## config.mk

```make
export PLATFORM = sky130hd
export DESIGN_NAME = sel_pipe_mux
export DESIGN_NICKNAME = d
export VERILOG_FILES = /design/src/rtl/sel_pipe_mux.sv
export SDC_FILE = /design/constraint.sdc
export NUM_CORES = 1
export LEC_CHECK = 0
export BUFFER_PORTS_ARGS = -buffer_cell sky130_fd_sc_hd__buf_4
export CAP_MARGIN = 20
export CORE_MARGIN = 2
export CORE_UTILIZATION = 57
export CTS_BUF_LIST = sky130_fd_sc_hd__clkbuf_8
export CTS_CLUSTER_SIZE = 16
export DETAILED_ROUTE_END_ITERATION = 12
export PLACE_DENSITY = 0.88
export SLEW_MARGIN = 20
export SYNTH_ARGS = -nofsm -noshare
export SYNTH_HDL_FRONTEND = slang
export SYNTH_SLANG_ARGS = --single-unit
export TNS_END_PERCENT = 50
```

## constraint.sdc

```tcl
create_clock -name clk -period 3.9 [get_ports clk]
set_clock_uncertainty 0.05 [all_clocks]
set_input_delay 0.78 -clock clk [delete_from_list [all_inputs] [get_ports clk]]
set_output_delay 0.78 -clock clk [all_outputs]
set_load 0.01 [all_outputs]
```

## src/rtl/sel_pipe_mux.sv

```systemverilog
// sel_pipe_mux: pipelined NUM_IN:1 bus multiplexer with valid/ready handshakes and a 2-entry skid buffer.
// Optional SEL_PIPE_MUX_SEL_ERR_EN: out-of-range selects are dropped and flagged on a sticky sel_err output.
module sel_pipe_mux #(
   parameter int  BUS_WIDTH = 32,
   parameter int  NUM_IN    = 3,
   localparam int SEL_W     = $clog2(NUM_IN)
) (
   input  logic                        clk,
   input  logic                        rst,
   input  logic [NUM_IN*BUS_WIDTH-1:0] in_data,
   input  logic [SEL_W-1:0]            in_sel,
   input  logic                        in_valid,
   output logic                        in_ready,
   input  logic                        flush,
   output logic [BUS_WIDTH-1:0]        out_data,
   output logic [SEL_W-1:0]            out_sel,
   output logic                        out_valid,
   input  logic                        out_ready,
   output logic [1:0]                  occupancy
`ifdef SEL_PIPE_MUX_SEL_ERR_EN
   ,
   output logic                        sel_err
`endif
);

   localparam logic [SEL_W:0] NUM_IN_W = (SEL_W+1)'(NUM_IN);

   logic [BUS_WIDTH-1:0] mux_data_s;
   logic                 sel_oor_s;
   logic                 accept_s;
   logic                 enq_s;
   logic                 o_xfer_s;

   logic                 o_valid_q, o_valid_d;
   logic [BUS_WIDTH-1:0] o_data_q,  o_data_d;
   logic [SEL_W-1:0]     o_sel_q,   o_sel_d;
   logic                 s_valid_q, s_valid_d;
   logic [BUS_WIDTH-1:0] s_data_q,  s_data_d;
   logic [SEL_W-1:0]     s_sel_q,   s_sel_d;

   // Channel select; a select with no matching channel leaves the data at zero.
   always_comb begin
      mux_data_s = '0;
      for (int k = 0; k < NUM_IN; k++) begin
         if (in_sel == SEL_W'(k)) begin
            mux_data_s = in_data[k*BUS_WIDTH +: BUS_WIDTH];
         end else begin
            mux_data_s = mux_data_s;
         end
      end
   end

   assign sel_oor_s = ({1'b0, in_sel} >= NUM_IN_W);
   assign in_ready  = !s_valid_q && !rst;
   assign accept_s  = in_valid && in_ready;
   assign o_xfer_s  = o_valid_q && out_ready;

`ifdef SEL_PIPE_MUX_SEL_ERR_EN
   assign enq_s = accept_s && !sel_oor_s;
`else
   assign enq_s = accept_s;
`endif

   // Next state of the output and skid registers; the skid only fills while the output stalls.
   always_comb begin
      o_valid_d = o_valid_q;
      o_data_d  = o_data_q;
      o_sel_d   = o_sel_q;
      s_valid_d = s_valid_q;
      s_data_d  = s_data_q;
      s_sel_d   = s_sel_q;
      if (flush) begin
         o_valid_d = 1'b0;
         s_valid_d = 1'b0;
      end else if (!o_valid_q || o_xfer_s) begin
         if (s_valid_q) begin
            o_valid_d = 1'b1;
            o_data_d  = s_data_q;
            o_sel_d   = s_sel_q;
            s_valid_d = 1'b0;
         end else if (enq_s) begin
            o_valid_d = 1'b1;
            o_data_d  = mux_data_s;
            o_sel_d   = in_sel;
         end else begin
            o_valid_d = 1'b0;
         end
      end else begin
         if (enq_s) begin
            s_valid_d = 1'b1;
            s_data_d  = mux_data_s;
            s_sel_d   = in_sel;
         end else begin
            s_valid_d = s_valid_q;
         end
      end
   end

   // Storage registers with asynchronous reset.
   always_ff @(posedge clk or posedge rst) begin
      if (rst) begin
         o_valid_q <= 1'b0;
         o_data_q  <= '0;
         o_sel_q   <= '0;
         s_valid_q <= 1'b0;
         s_data_q  <= '0;
         s_sel_q   <= '0;
      end else begin
         o_valid_q <= o_valid_d;
         o_data_q  <= o_data_d;
         o_sel_q   <= o_sel_d;
         s_valid_q <= s_valid_d;
         s_data_q  <= s_data_d;
         s_sel_q   <= s_sel_d;
      end
   end

`ifdef SEL_PIPE_MUX_SEL_ERR_EN
   logic sel_err_q;

   // Sticky flag for dropped out-of-range selects; survives flush, cleared by reset only.
   always_ff @(posedge clk or posedge rst) begin
      if (rst) begin
         sel_err_q <= 1'b0;
      end else if (accept_s && sel_oor_s) begin
         sel_err_q <= 1'b1;
      end else begin
         sel_err_q <= sel_err_q;
      end
   end

   assign sel_err = sel_err_q;
`endif

   assign out_data  = o_data_q;
   assign out_sel   = o_sel_q;
   assign out_valid = o_valid_q;
   assign occupancy = {1'b0, o_valid_q} + {1'b0, s_valid_q};

endmodule
```

==> impl_metrics.json, run 1 <==
{
  "groute.layer.met3.usage": 0.03369,
  "fin_util": 0.7342,
  "yosysTopAreaCellShare": 0.3977,
  "cts_root_buffer": "sky130_fd_sc_hd__clkbuf_8",
  "areaGrowthSynthToFinish_pct": 26.82,
  "via_count_of_the_first_global_routing_pass": 3811,
  "finalHoldViolations": 0,
  "synth_compound_gate_area_share": 0.2534,
  "timing.final.crit_period_ns": 2.851,
  "post_synth_xor_xnor_area": 0,
  "min_path_type": "reg2reg",
  "part_of_the_yosys_area_used_for_sequential_elements": 0.3977,
  "hold_buffer_count_at_cts": 0,
  "portBuffers": 140,
  "post-cts-setup-buffers": 0,
  "slew-limit-headroom": 0.3570,
  "routed_wl_um": 11370,
  "syn_inst": 399,
  "grt_first_pass_wirelength_um": 18540,
  "postLayoutSetupSlackWorst_ns": 1.049,
  "dieHeight_um": 91.90,
  "synth-warning-count": 0,
  "final_cell_area_excluding_filler_cells_um2": 5585,
  "grt_antenna_before_repair": 0,
  "post_drt_via_cell_ratio": 6.169,
  "yosys_register_bits": 70,
  "fin_tns_setup_ns": 0,
  "max_clock_freq_ghz": 0.3507,
  "floorplan.core_area_um2": 7607,
  "synth_fp_nets": 503,
  "io_pins": 141,
  "peak_supply_drop_mv": 0.2055,
  "die_w_um": 91.90,
  "post_cts_resized": 0,
  "cts-root-to-sink-buffers": 2,
  "total_number_of_clock_tree_sinks": 70,
  "worstSetupEndpointType": "output pin",
  "clk_pin_slew_worst_setup_hold_paths_ns": 0.09,
  "starting_density_of_the_core": 0.5789,
  "worst-r2r-cell-count": 3,
  "ys_top_cells_by_area": "sky130_fd_sc_hd__dfrtp_1 40%, sky130_fd_sc_hd__mux2_4 8.5%, sky130_fd_sc_hd__mux2i_1 7.3%",
  "drt_pass1_iterations": 5,
  "yosys.area.top_type": "sky130_fd_sc_hd__dfrtp_1",
  "regToRegStartpoint": "s_valid_q$_DFFE_PP0P_",
  "synth_edf_count": 0,
  "total_routing_usage_gr": 0.2730,
  "mappedNetlistArea_um2": 4404,
  "use_met2": 0.4565,
  "tritoncts_clock_tree": "yes",
  "main_combinational_cell_family_by_area_after_synthesis": "compound AO/OA/AOI/OAI gates",
  "die-area_um2": 8446,
  "core.rowCount": 32,
  "worstReg2RegEnd": "s_sel_q[1]$_DFFE_PP0P_",
  "groute.layer.met1.usage": 0.3621,
  "arrival_ns": 2.02,
  "hold_ws_ns": 0.4482,
  "rrSetupSlack_ns": 1.26,
  "cts_buffers": 9,
  "path_max_fanout": 52,
  "worst-endpoint-required_ns": 3.07,
  "dr.first_iter.drc_count": 207,
  "placed_cell_area_um2": 5388,
  "timing_worst_slew_pin_value_ns": 0.9646,
  "worstSkewPairLatency_ns": 0.34,
  "slew_violations": 0,
  "number_of_nets_at_the_end_of_the_flow": 612,
  "ys.flop_type": "sky130_fd_sc_hd__dfrtp_1",
  "holdCritStartpoint": "out_data[29]$_DFFE_PP0P_",
  "grt_max_degree": 89,
  "rsz_0062_raised_after_global_routing": "no",
  "yosys.area_share.simple": 0.09119,
  "detail-route-antenna-nets": 0,
  "drive_gt1_frac": 0.3860,
  "synthMuxAreaShare": 0.1886,
  "cts_htree_levels": 3,
  "place_congestion": 0.8007,
  "status": "complete, no violations",
  "drc": 0,
  "place.detailed.hpwl_um": 7563,
  "yosys.cell_types.count": 34,
  "hold-path-endpoint": "out_data[29]$_DFFE_PP0P_",
  "pre_cts_slack_ns": 0.9767,
  "static-leakage-power_nw": 2.618,
  "number_of_cells_on_the_worst_hold_path": 1,
  "yosys.area_share.adder": 0.002841,
  "fin_crit_sh": 0.7311,
  "grt_remaining_overflow": 0,
  "top_usage_layer": "met2",
  "post_drt_wl_per_cell_um": 18.48,
  "power.density_cell_area_nw_per_um2": 370.1,
  "via_count": 3794,
  "synth_async_sr_flop_share": 1.000,
  "crit_type": "reg2out",
  "cap_violations": 0,
  "antenna_cells_inserted": 0,
  "setup_viol": 0,
  "avgSynthCellArea_um2": 11.04,
  "setup.worst_path.start_class": "register"
}
flip-flops by register name (all words and copies together), names as in the netlist:
signal     count
out_data      32
s_data_q      32
out_sel        2
s_sel_q        2
out_valid      1
s_valid_q      1
cells by family after synthesis:
group,after synthesis
flops,70
fa+ha+maj,1
buf+inv,57
compound gates,131
simple gates,71
mux,69
routing by layer:
layer,share of wire,vias to the layer above,wire length (um)
met5,0,-,0
met4,0.021,0,238
met3,0.047,18,531
met1,0.42,1861,4820
li1,-,1776,-
met2,0.51,139,5777
through the flow:
step / power (mW) / instances
floorplan: 1.231 / 399
global placement: 1.456 / 599
detailed placement: 1.481 / 599
CTS: 2.070 / 615
global route: 2.154 / 615
finish: 2.067 / 615
cells in the final DEF, fill, tap and decap left out, drive strengths merged, types with 2 or more instances in the layout:
| cell | synthesis | routed |
|---|---|---|
| a211oi | 5 | 5 |
| a21oi | 6 | 6 |
| and3b | 5 | 5 |
| buf | 30 | 146 |
| clkbuf | 18 | 9 |
| clkinv | 1 | 2 |
| clkinvlp | 0 | 4 |
| dfrtp | 70 | 70 |
| inv | 8 | 9 |
| mux2 | 37 | 37 |
| mux2i | 32 | 32 |
| nand2 | 27 | 27 |
| nand2b | 33 | 33 |
| nor2 | 2 | 2 |
| o2111ai | 31 | 31 |
| o211ai | 2 | 2 |
| o21ai | 2 | 2 |
| o221a | 26 | 26 |
| o22ai | 26 | 26 |
| o2bb2ai | 31 | 31 |
cell usage after synthesis, types with 2 or more instances:
cell type / count
sky130_fd_sc_hd__dfrtp_1: 70
sky130_fd_sc_hd__buf_4: 3
sky130_fd_sc_hd__inv_2: 2
sky130_fd_sc_hd__nand2_1: 27
sky130_fd_sc_hd__o221a_1: 25
sky130_fd_sc_hd__mux2_2: 3
sky130_fd_sc_hd__mux2_4: 25
sky130_fd_sc_hd__a211oi_1: 5
sky130_fd_sc_hd__o2bb2ai_1: 31
sky130_fd_sc_hd__buf_6: 6
sky130_fd_sc_hd__nor2_1: 2
sky130_fd_sc_hd__buf_1: 4
sky130_fd_sc_hd__inv_1: 6
sky130_fd_sc_hd__o2111ai_1: 31
sky130_fd_sc_hd__mux2_1: 9
sky130_fd_sc_hd__mux2i_1: 32
sky130_fd_sc_hd__a21oi_1: 6
sky130_fd_sc_hd__buf_2: 17
sky130_fd_sc_hd__nand2b_1: 33
sky130_fd_sc_hd__o21ai_1: 2
sky130_fd_sc_hd__o22ai_1: 26
sky130_fd_sc_hd__clkbuf_1: 18
sky130_fd_sc_hd__and3b_1: 5
worst max-delay path by stage:
stage                                          end  slack (ns)                  start  depth (start not counted)
after global placement    s_data_q[30]$_DFFE_PP0P_        1.02                  flush                          4
final                                 occupancy[0]        1.05  s_valid_q$_DFFE_PP0P_                          3
after floorplan            out_data[0]$_DFFE_PP0P_        1.30                    rst                          1
after global routing                  occupancy[0]        0.97  s_valid_q$_DFFE_PP0P_                          3
after CTS                             occupancy[0]        1.07  s_valid_q$_DFFE_PP0P_                          3
after detailed placement    s_sel_q[1]$_DFFE_PP0P_        0.98                  flush                          4
layout make-up:
class	instances	area, um^2
Clock buffer	9	123.9
Clock inverter	7	73.82
Fill cell	553	2022
Inverter	9	33.78
Multi-Input combinational cell	272	2377
Sequential cell	70	1753
Tap cell	102	127.6
Timing Repair Buffer	146	1096
where the power goes:
group          internal, mW  switching [mW]  leakage, nW  total, mW
logic                 0.324           0.230         1.63      0.554
registers             0.844          0.0734        0.901      0.917
clock network         0.296           0.300       0.0879      0.596
worst max-delay path, stage by stage, from the launching register on:
cell	delay [ns]
sky130_fd_sc_hd__dfrtp_2	0.66
sky130_fd_sc_hd__buf_4	0.52
sky130_fd_sc_hd__ha_1	0.33
sky130_fd_sc_hd__buf_4	0.14
(Power assumes the default switching activity.)
==> run 2, diff against run 1 <==
--- a/config.mk
+++ b/config.mk
@@ -8,11 +8,11 @@
 export BUFFER_PORTS_ARGS = -buffer_cell sky130_fd_sc_hd__buf_4
 export CAP_MARGIN = 20
 export CORE_MARGIN = 2
-export CORE_UTILIZATION = 57
+export CORE_UTILIZATION = 48
 export CTS_BUF_LIST = sky130_fd_sc_hd__clkbuf_8
 export CTS_CLUSTER_SIZE = 16
 export DETAILED_ROUTE_END_ITERATION = 12
-export PLACE_DENSITY = 0.88
+export PLACE_DENSITY = 0.79
 export SLEW_MARGIN = 20
 export SYNTH_ARGS = -nofsm -noshare
 export SYNTH_HDL_FRONTEND = slang
==> constraint.sdc (replaced) <==
create_clock -name clk -period 2.3 [get_ports clk]
set_clock_uncertainty 0.05 [all_clocks]
set_input_delay 0.46 -clock clk [delete_from_list [all_inputs] [get_ports clk]]
set_output_delay 0.46 -clock clk [all_outputs]
set_load 0.01 [all_outputs]
==> run 2 against run 1 <==
Worst setup slack worse by 0.53 ns. Worst hold slack lost 0.28 ns. Combinational power grew 71%. Clock-buffer cell count rose by 2. Final area rose by 2.0%. Clock power up 69%. Non-clock buffer count up 8. Register-to-register slack lost 0.74 ns. Via count down 1.2%. Largest cell class unchanged. Largest power group unchanged. Highest routed layer unchanged.
==> impl_metrics.json, run 2 (synthesis gave the netlist of run 1 again) <==
{
  "rsz_0062_raised_after_global_routing": "no",
  "min_path_type": "in2async",
  "total_number_of_clock_tree_sinks": 70,
  "arrival_ns": 1.96,
  "drive_gt1_frac": 0.3935,
  "max_clock_freq_ghz": 0.5614,
  "detail-route-antenna-nets": 0,
  "grt_max_degree": 50,
  "layout.cells.most_common": "sky130_fd_sc_hd__buf_4",
  "via_count_of_the_first_global_routing_pass": 3761,
  "critical_path_depth": 4,
  "drc": 0,
  "path_max_fanout": 38,
  "groute.layer.met3.usage": 0.04805,
  "starting_density_of_the_core": 0.5001,
  "grt_first_pass_wirelength_um": 18450,
  "cp.buffers_inverters": 2,
  "cpMostUsedCell": "sky130_fd_sc_hd__buf_4",
  "place.detailed.hpwl_um": 7622,
  "areaGrowthSynthToFinish_pct": 29.35,
  "fin_util": 0.6469,
  "postLayoutSetupSlackWorst_ns": 0.5187,
  "use_met2": 0.3851,
  "timing.final.crit_period_ns": 1.781,
  "place_congestion": 0.8120,
  "hold_buffer_count_at_cts": 0,
  "finalHoldViolations": 0,
  "floorplan.core_area_um2": 8806,
  "worst-r2r-cell-count": 4,
  "slew-limit-headroom": 0.4993,
  "post_drt_wl_per_cell_um": 17.86,
  "worstSetupEndpointType": "register",
  "timing_worst_slew_pin_value_ns": 0.7474,
  "drt_pass1_iterations": 4,
  "cts_root_buffer": "sky130_fd_sc_hd__clkbuf_8",
  "number_of_nets_at_the_end_of_the_flow": 620,
  "post_cts_resized": 0,
  "clk_pin_slew_worst_setup_hold_paths_ns": 0.07,
  "total_routing_usage_gr": 0.2321,
  "worst-endpoint-required_ns": 2.48,
  "crit_path_max_incr_delay_ns": 0.45,
  "via_count": 3748,
  "final_cells": 629,
  "static-leakage-power_nw": 2.690,
  "cap_violations": 0,
  "cts_buffers": 9,
  "worstSkewPairLatency_ns": 0.34,
  "highest_count_cells_in_the_layout_ignoring_fill_and_taps": "151 x sky130_fd_sc_hd__buf_4, 69 x sky130_fd_sc_hd__dfrtp_1, 32 x sky130_fd_sc_hd__nand2b_1, 32 x sky130_fd_sc_hd__mux2i_1",
  "groute.layer.met1.usage": 0.3041,
  "peak_supply_drop_mv": 0.2958,
  "fin_crit_sh": 0.7745,
  "dieHeight_um": 99.79,
  "post_drt_via_cell_ratio": 5.959,
  "cts_htree_levels": 3,
  "tritoncts_clock_tree": "yes",
  "dp.cells": 613,
  "critPathTopFamily": "buffers and inverters",
  "core.rowCount": 34,
  "portBuffers": 140,
  "critical_path.slowest_cell": "sky130_fd_sc_hd__dfrtp_2",
  "slew_violations": 0,
  "antenna_cells_inserted": 0,
  "crit_type": "reg2reg",
  "cts-root-to-sink-buffers": 2,
  "routed_wl_um": 11230,
  "grt_remaining_overflow": 0,
  "status": "complete, no violations",
  "pre_cts_slack_ns": 0.3586,
  "setup_viol": 0,
  "post-cts-setup-buffers": 0,
  "fin_tns_setup_ns": 0,
  "io_pins": 141,
  "dr.first_iter.drc_count": 255,
  "setup.worst_path.start_class": "register",
  "timing.critical_path.cells": "buf_4, buf_4, o21ai_1, mux2_1",
  "total_power_mw": 3.512,
  "power.density_cell_area_nw_per_um2": 616.5,
  "top_usage_layer": "met2",
  "die_w_um": 99.79,
  "die-area_um2": 9958,
  "grt_antenna_before_repair": 0
}
run 2: layout make-up:
cell class	count	area [um^2]
fillers	696	3109
multi-input cells	272	2380
flip-flops and latches	70	1753
repair buffers	154	1194
clock buffers	11	151.4
well taps	108	135.1
clock inverters	5	50.05
inverters	9	33.78
run 2: metrics by stage:
stage | hold WS (ns) | instance area [um^2]
finish | 0.1661 | 5697
global route | 0.2074 | 5697
CTS | 0.1815 | 5697
detailed placement | 0.4249 | 5495
global placement | 0.4162 | 5495
floorplan | 0.4051 | 4404
run 2: power breakdown:
group	switching (mW)	leakage [nW]	internal, mW	total [mW]
logic	0.387	1.68	0.561	0.948
registers	0.126	0.901	1.43	1.56
clock network	0.455	0.108	0.551	1.01
run 2: layer usage:
layer | vias up | routed length (um)
li1 | 1787 | -
met1 | 1840 | 4733
met2 | 111 | 5807
met3 | 10 | 570
met4 | 0 | 122
met5 | - | 0
run 2: worst paths after layout:
path	start	end	slack, ns
min	rst	s_valid_q$_DFFE_PP0P_	0.17
min reg2reg	out_data[11]$_DFFE_PP0P_	out_data[11]$_DFFE_PP0P_	0.45
max	s_valid_q$_DFFE_PP0P_	out_sel[0]$_DFFE_PP0P_	0.52
min in group clk	flush	out_valid$_DFFE_PP0N_	0.25
max reg2reg	s_valid_q$_DFFE_PP0P_	out_sel[0]$_DFFE_PP0P_	0.52
max in group asynchronous	rst	s_data_q[10]$_DFFE_PP0P_	1.39
